## src/rtl/cart_upload_reader_if.sv

```systemverilog
// cart_upload_reader_if: HPS upload handshake plus SDRAM channel-0 read port for the cart read-back path.
interface cart_upload_reader_if #(
    parameter int ADDR_W = 19
);
    logic              ioctl_upload;
    logic              ioctl_rd;
    logic [24:0]       ioctl_addr;
    logic [7:0]        ioctl_din;
    logic              ioctl_wait;
    logic [ADDR_W-1:0] rom_mask;
    logic [ADDR_W-1:0] mem_addr;
    logic              mem_rd;
    logic              mem_busy;
    logic [7:0]        mem_dout;
    logic              active;
    logic              timeout_err;

    modport slave (
        input  ioctl_upload,
        input  ioctl_rd,
        input  ioctl_addr,
        input  rom_mask,
        input  mem_busy,
        input  mem_dout,
        output ioctl_din,
        output ioctl_wait,
        output mem_addr,
        output mem_rd,
        output active,
        output timeout_err
    );

    modport master (
        output ioctl_upload,
        output ioctl_rd,
        output ioctl_addr,
        output rom_mask,
        output mem_busy,
        output mem_dout,
        input  ioctl_din,
        input  ioctl_wait,
        input  mem_addr,
        input  mem_rd,
        input  active,
        input  timeout_err
    );
endinterface

```

## src/rtl/cart_upload_reader.sv

```systemverilog
// cart_upload_reader: serves HPS upload byte reads from SDRAM channel 0 with a one-byte sequential prefetch.
module cart_upload_reader #(
    parameter int ADDR_W  = 19,
    parameter int TIMEOUT = 255
) (
    input logic                  clk_sys,
    input logic                  reset,
    cart_upload_reader_if.slave  bus
);
    localparam int CW = $clog2(TIMEOUT + 1);

    typedef enum logic [2:0] {IDLE, ISSUE, WAIT, DELIVER, PREFETCH} state_t;

    state_t            r_state;
    state_t            w_next;
    logic              r_active;
    logic              r_wait;
    logic              r_err;
    logic [7:0]        r_din;
    logic [ADDR_W-1:0] r_mem_addr;
    logic [ADDR_W-1:0] r_addr;
    logic              r_is_pf;
    logic              r_first;
    logic [CW-1:0]     r_cnt;
    logic              r_pf_valid;
    logic [ADDR_W-1:0] r_pf_addr;
    logic [7:0]        r_pf_data;
    logic              r_pend;
    logic [ADDR_W-1:0] r_pend_addr;

    logic              w_abort;
    logic              w_req;
    logic              w_oob;
    logic              w_hit;
    logic              w_take;
    logic              w_done;
    logic              w_tmo;
    logic              w_pf_ok;
    logic [ADDR_W-1:0] w_a;
    logic [ADDR_W-1:0] w_inc;
    logic              w_unused;

    assign w_unused = ^bus.ioctl_addr[24:ADDR_W];
    assign w_abort  = !bus.ioctl_upload;
    // a request held during a prefetch takes priority over the live strobe
    assign w_a      = r_pend ? r_pend_addr : bus.ioctl_addr[ADDR_W-1:0];
    assign w_req    = r_active && (r_pend || (bus.ioctl_rd && !r_wait));
    assign w_oob    = w_a > bus.rom_mask;
    assign w_hit    = r_pf_valid && r_pf_addr == w_a;
    assign w_take   = r_active && bus.ioctl_rd && !r_wait && !r_pend && r_state != IDLE;
    assign w_done   = !r_first && !bus.mem_busy;
    assign w_tmo    = r_cnt == CW'(TIMEOUT);
    assign w_inc    = r_addr + ADDR_W'(1);
    assign w_pf_ok  = w_inc != '0 && w_inc <= bus.rom_mask;

    assign bus.ioctl_din   = r_din;
    assign bus.ioctl_wait  = r_wait;
    assign bus.mem_addr    = r_mem_addr;
    assign bus.active      = r_active;
    assign bus.timeout_err = r_err;

    always_ff @(posedge clk_sys or posedge reset) begin
        if (reset) r_state <= IDLE;
        else       r_state <= w_next;
    end

    always_comb begin
        w_next = w_abort               ? IDLE :
                 r_state == IDLE       ? (w_req && !w_oob ? (w_hit ? PREFETCH : ISSUE) : IDLE) :
                 r_state == ISSUE      ? WAIT :
                 r_state == WAIT       ? (w_done ? (r_is_pf ? IDLE : DELIVER) : (w_tmo ? IDLE : WAIT)) :
                 r_state == DELIVER    ? PREFETCH :
                 (w_pf_ok ? ISSUE : IDLE);
    end

    // gated by the live level so no request leaves on the cycle the session ends
    always_comb begin
        bus.mem_rd = r_state == ISSUE && bus.ioctl_upload;
    end

    always_ff @(posedge clk_sys or posedge reset) begin
        if (reset) begin
            r_active    <= 1'b0;
            r_wait      <= 1'b0;
            r_err       <= 1'b0;
            r_din       <= 8'hFF;
            r_mem_addr  <= '0;
            r_addr      <= '0;
            r_is_pf     <= 1'b0;
            r_first     <= 1'b0;
            r_cnt       <= '0;
            r_pf_valid  <= 1'b0;
            r_pf_addr   <= '0;
            r_pf_data   <= 8'h00;
            r_pend      <= 1'b0;
            r_pend_addr <= '0;
        end else begin
            r_active <= bus.ioctl_upload;
            if (w_abort) begin
                r_wait     <= 1'b0;
                r_pf_valid <= 1'b0;
                r_pend     <= 1'b0;
            end else begin
                if (!r_active) begin
                    r_err      <= 1'b0;
                    r_pf_valid <= 1'b0;
                end
                if (w_take) begin
                    r_pend      <= 1'b1;
                    r_pend_addr <= bus.ioctl_addr[ADDR_W-1:0];
                    r_wait      <= 1'b1;
                end
                case (r_state)
                    IDLE: if (w_req) begin
                        r_pend <= 1'b0;
                        r_addr <= w_a;
                        if (w_oob) begin
                            r_din  <= 8'hFF;
                            r_wait <= 1'b0;
                        end else if (w_hit) begin
                            r_din  <= r_pf_data;
                            r_wait <= 1'b0;
                        end else begin
                            r_wait     <= 1'b1;
                            r_mem_addr <= w_a;
                            r_is_pf    <= 1'b0;
                        end
                    end
                    ISSUE: begin
                        r_cnt   <= CW'(1);
                        r_first <= 1'b1;
                    end
                    WAIT: begin
                        r_cnt   <= r_cnt + CW'(1);
                        r_first <= 1'b0;
                        if (w_done) begin
                            if (r_is_pf) begin
                                r_pf_data  <= bus.mem_dout;
                                r_pf_addr  <= r_mem_addr;
                                r_pf_valid <= 1'b1;
                            end else begin
                                r_din  <= bus.mem_dout;
                                r_wait <= 1'b0;
                            end
                        end else if (w_tmo) begin
                            r_err <= 1'b1;
                            if (!r_is_pf) begin
                                r_din  <= 8'hFF;
                                r_wait <= 1'b0;
                            end
                        end
                    end
                    PREFETCH: begin
                        r_pf_valid <= 1'b0;
                        if (w_pf_ok) begin
                            r_mem_addr <= w_inc;
                            r_is_pf    <= 1'b1;
                        end
                    end
                    default: ;
                endcase
            end
        end
    end
endmodule

```

## src/flat_wrapper.sv

```systemverilog
// flat-port wrapper written by rule: the top's interface ports become plain ports
module cart_upload_reader_flat 
#(
    parameter int ADDR_W  = 19,
    parameter int TIMEOUT = 255
)
  (clk_sys, reset, bus_ioctl_upload, bus_ioctl_rd, bus_ioctl_addr, bus_rom_mask, bus_mem_busy, bus_mem_dout, bus_ioctl_din, bus_ioctl_wait, bus_mem_addr, bus_mem_rd, bus_active, bus_timeout_err);
  cart_upload_reader_if #(.ADDR_W(ADDR_W)) bus_i ();
  input logic clk_sys;
  input logic reset;
  input wire logic [$bits(bus_i.ioctl_upload)-1:0] bus_ioctl_upload;
  input wire logic [$bits(bus_i.ioctl_rd)-1:0] bus_ioctl_rd;
  input wire logic [$bits(bus_i.ioctl_addr)-1:0] bus_ioctl_addr;
  input wire logic [$bits(bus_i.rom_mask)-1:0] bus_rom_mask;
  input wire logic [$bits(bus_i.mem_busy)-1:0] bus_mem_busy;
  input wire logic [$bits(bus_i.mem_dout)-1:0] bus_mem_dout;
  output wire logic [$bits(bus_i.ioctl_din)-1:0] bus_ioctl_din;
  output wire logic [$bits(bus_i.ioctl_wait)-1:0] bus_ioctl_wait;
  output wire logic [$bits(bus_i.mem_addr)-1:0] bus_mem_addr;
  output wire logic [$bits(bus_i.mem_rd)-1:0] bus_mem_rd;
  output wire logic [$bits(bus_i.active)-1:0] bus_active;
  output wire logic [$bits(bus_i.timeout_err)-1:0] bus_timeout_err;
  assign bus_i.ioctl_upload = bus_ioctl_upload;
  assign bus_i.ioctl_rd = bus_ioctl_rd;
  assign bus_i.ioctl_addr = bus_ioctl_addr;
  assign bus_i.rom_mask = bus_rom_mask;
  assign bus_i.mem_busy = bus_mem_busy;
  assign bus_i.mem_dout = bus_mem_dout;
  assign bus_ioctl_din = bus_i.ioctl_din;
  assign bus_ioctl_wait = bus_i.ioctl_wait;
  assign bus_mem_addr = bus_i.mem_addr;
  assign bus_mem_rd = bus_i.mem_rd;
  assign bus_active = bus_i.active;
  assign bus_timeout_err = bus_i.timeout_err;
  cart_upload_reader #(.ADDR_W(ADDR_W), .TIMEOUT(TIMEOUT)) u_core (.clk_sys(clk_sys), .reset(reset), .bus(bus_i));
endmodule
```

## config.mk

```make
export PLATFORM = sky130hd
export DESIGN_NAME = cart_upload_reader_flat
export DESIGN_NICKNAME = d
export VERILOG_FILES = /design/src/rtl/cart_upload_reader_if.sv /design/src/rtl/cart_upload_reader.sv /design/src/flat_wrapper.sv
export SDC_FILE = /design/constraint.sdc
export NUM_CORES = 1
export LEC_CHECK = 0
export ABC_AREA = 0
export CORE_UTILIZATION = 55
export DETAILED_ROUTE_END_ITERATION = 10
export PLACE_DENSITY = 0.78
export SKIP_CTS_REPAIR_TIMING = 1
export SYNTH_ARGS = -nofsm -noshare
export SYNTH_HDL_FRONTEND = slang
export SYNTH_SLANG_ARGS = --single-unit
```

## constraint.sdc

```tcl
create_clock -name clk_sys -period 4.2 [get_ports clk_sys]
set_clock_uncertainty 0.05 [all_clocks]
set_input_delay 0.63 -clock clk_sys [delete_from_list [all_inputs] [get_ports clk_sys]]
set_output_delay 0.63 -clock clk_sys [all_outputs]
set_load 0.05 [all_outputs]
```

==> results.cfg <==
[global_routing]
overflow = 0
antenna_found_initial = 0
grt_usage_pct = 26.9
grt_max_degree = 63
grt_pass1_wl_mm = 24.6
grt_pass1_vias = 5223

[setup_path]
max_stage_delay_ns = 0.58
reg2reg_from = u_core.r_addr[4]
worstSetupEndpoint = u_core.bus.mem_addr[16]
cp_common_cell = mux2_2
r2r_end = u_core.bus.mem_addr[16]
slowest_stage = or3_2
end_kind = register
required_ns = 4.38
reg2reg_depth = 13
reg2reg_slack_ns = 0.21
cp_max_fo = 20
crit_arrival_ns = 4.17
crit_chain = nand4_4, or3_2, nor2_1, xor2_1, ha_1, and4_1, nand2_1, mux2_2, a31oi_1, a31oi_2, o2111ai_2, buf_12, mux2_2
cp-startpoint = u_core.r_addr[4]
crit_type = register to register
cp-start-kind = register

[timing]
setup_viol = 0
layout_setup_ws_ns = 0.214
tns_ns = 0
fin_crit_sh_pct = 94.9
min_period_ns = 3.99
rsz0062_at_grt = no
fmaxAchievable_ghz = 0.251
final_max_slew_viol_count = 0
worst_pin_slew_ns = 1.13
hold_viol_final = 0
relSlewSlack_pct = 24.4

[logic_synthesis]
async_flop_share_pct = 100
synthTopCellsByCount = dfrtp_1, mux2_2, nand2_1
ys_top_cells_by_area = dfrtp_1, mux2_2, ha_1
synth_fp_nets = 731
yosysUniqueCellTypes = 43
yosys.area.top_type = dfrtp_1
synth_area_um2 = 6420
synth_flop_cell = dfrtp_1
yosys_register_bits = 110
yosysWarnings = 0
syn_avg_cell_area_um2 = 10.1
yosysMostFrequentCell = dfrtp_1
synth_top_cell_area_share_pct = 39.7
yosysSeqAreaShare_pct = 43.0
synth_edf_count = 0
synthCells = 634

[final_layout]
antennaDiodeCount = 0
nets = 826
post_route_cells_drive_above_1_share_pct = 17.4
fillerInstances = 851
multiInputGateArea_um2 = 3360
fin_area_um2 = 7860
stdcell_count = 877
seqCellArea_um2 = 2760
syn_to_final_growth_pct = 22.4

[floorplan]
dieArea_um2 = 12100
chipHeight_um = 110
rows = 39
io_pins = 88
core_um2 = 11400
die_x_um = 110
start_util_pct = 56.3

[power_and_ir_drop]
max-vdd-ir-drop_mv = 0.448
finalPower_uw = 4950
p_per_area_nw_per_um2 = 629
p_leak_uw = 0.00367

[clocking]
cts_buffers = 9
clkSlewWorstSetupHoldPaths_ns = 0.07
h-tree-depth = 3
clock_path_buffers = 2
cts_tree = done
clock_latency_ns = 0.34
cts.sinks = 110
cts_root_buf = clkbuf_16

[outcome]
outcome = completed

[place]
portBuffers = 81
placedInstanceArea_um2 = 7540
dp_slack_ns = 0.110
gp_congestion = 0.835
dp_hpwl_mm = 11.7
place_inst = 861

[route]
drtIter0Drc = 367
route.detailed.drc = 0
ant_nets = 0
vias = 5078
wirelength_mm = 15.3
post_drt_wl_per_cell_um = 17.5
viasPerCell = 5.79
firstDrtPassIters = 5

[job]
cap_viol_max_count = 0

[min_path]
hold_class = register to register
==> kinds of logic after synthesis <==
group	share of synthesized area (%)
buffers and inverters	4.83
flip-flops	43.0
AO/OA/AOI/OAI	9.68
adder cells (fa/ha/maj)	7.79
AND/OR/NAND/NOR	12.6
multiplexers	16.1
XOR/XNOR	6.00
==> cell type report <==
| type | count | share of cell area, % |
|---|---|---|
| clock inverter | 2 | 0.493 |
| tap | 143 | 2.28 |
| inverter | 53 | 2.56 |
| clock buffer | 14 | 3.48 |
| sequential | 110 | 35.1 |
| timing repair buffer | 109 | 13.3 |
| multi-input combinational | 446 | 42.8 |
==> sequential cells by signal, summed over array words and instances, names as in the netlist <==
| name | cells |
|---|---|
| u_core.bus.mem_addr | 19 |
| u_core.r_addr | 19 |
| u_core.r_pend_addr | 19 |
| u_core.r_pf_addr | 19 |
| u_core.bus.ioctl_din | 8 |
| u_core.r_cnt | 8 |
| u_core.r_pf_data | 8 |
| u_core.r_state | 3 |
| u_core.bus.active | 1 |
| u_core.bus.ioctl_wait | 1 |
| u_core.bus.timeout_err | 1 |
| u_core.r_first | 1 |
| u_core.r_is_pf | 1 |
| u_core.r_pend | 1 |
| u_core.r_pf_valid | 1 |
==> cell usage in the layout, fill, tap and decap left out, types with 4 or more instances in the layout <==
master | netlist | final
inv_1 | 53 | 52
nor2b_1 | 5 | 5
dfrtp_1 | 102 | 102
mux2i_1 | 28 | 28
xnor2_1 | 24 | 24
a21oi_1 | 22 | 22
ha_1 | 40 | 40
nor3b_1 | 4 | 4
nor2_1 | 32 | 32
o21ai_0 | 50 | 50
o22ai_1 | 9 | 9
buf_4 | 0 | 26
xor2_1 | 20 | 20
nand2_1 | 54 | 54
dfstp_2 | 8 | 8
nor3_1 | 9 | 8
clkdlybuf4s50_1 | 0 | 81
a31oi_1 | 5 | 4
nand4_1 | 10 | 10
nand3_1 | 17 | 17
mux2_2 | 67 | 67
clkbuf_16 | 0 | 9
nor4_1 | 8 | 8
and3_1 | 5 | 5
a211oi_1 | 4 | 4
==> worst max-delay path, delay by kind of cell (launching register included) <==
family                     cells  cell delay (ns)
AOI/OAI and AO/OA              3             0.54
xor gates and xnor gates       1             0.26
adders and majority gates      1             0.29
buffers and inverters          1             0.21
DFF                            1             0.51
muxes                          2             0.67
and+or+nand+nor                5             1.32
==> per-layer routing <==
metal  global-route usage [%]  routed length, um  vias up
met3                     3.17                571       25
li1                         -                  -     2422
met4                     10.4                316        0
met5                        0                  0        -
met2                     47.1               7720      138
met1                     34.0               6700     2493
==> worst min path at each step <==
| stage | slack (ns) | start | endpoint | cells past startpoint |
|---|---|---|---|---|
| 2_1_floorplan | 0.41 | u_core.r_cnt[7] | u_core.r_cnt[7] | 1 |
| 3_3_place_gp | 0.41 | u_core.bus.ioctl_din[3] | u_core.bus.ioctl_din[3] | 2 |
| 3_5_place_dp | 0.41 | u_core.bus.ioctl_din[4] | u_core.bus.ioctl_din[4] | 2 |
| 4_1_cts | 0.43 | u_core.bus.ioctl_din[4] | u_core.bus.ioctl_din[4] | 2 |
| 5_1_grt | 0.45 | u_core.bus.ioctl_din[6] | u_core.bus.ioctl_din[6] | 2 |
| 6_report | 0.43 | u_core.bus.ioctl_din[2] | u_core.bus.ioctl_din[2] | 2 |
==> power by group <==
part           switching (uW)  internal [uW]  leakage [uW]  total, uW
combinational            1310            956       0.00211       2270
sequential                373           1430       0.00140       1800
clock                     362            513      0.000153        875
==> metrics by stage <==
| stage | hold slack, ns | utilization (%) |
|---|---|---|
| 2_1_floorplan | 0.409 | - |
| 3_3_place_gp | 0.407 | 66.1 |
| 3_5_place_dp | 0.408 | 66.1 |
| 4_1_cts | 0.427 | 68.8 |
| 5_1_grt | 0.451 | 68.9 |
| 6_report | 0.426 | 68.9 |
Note: power is estimated with default switching activity, not from simulation.
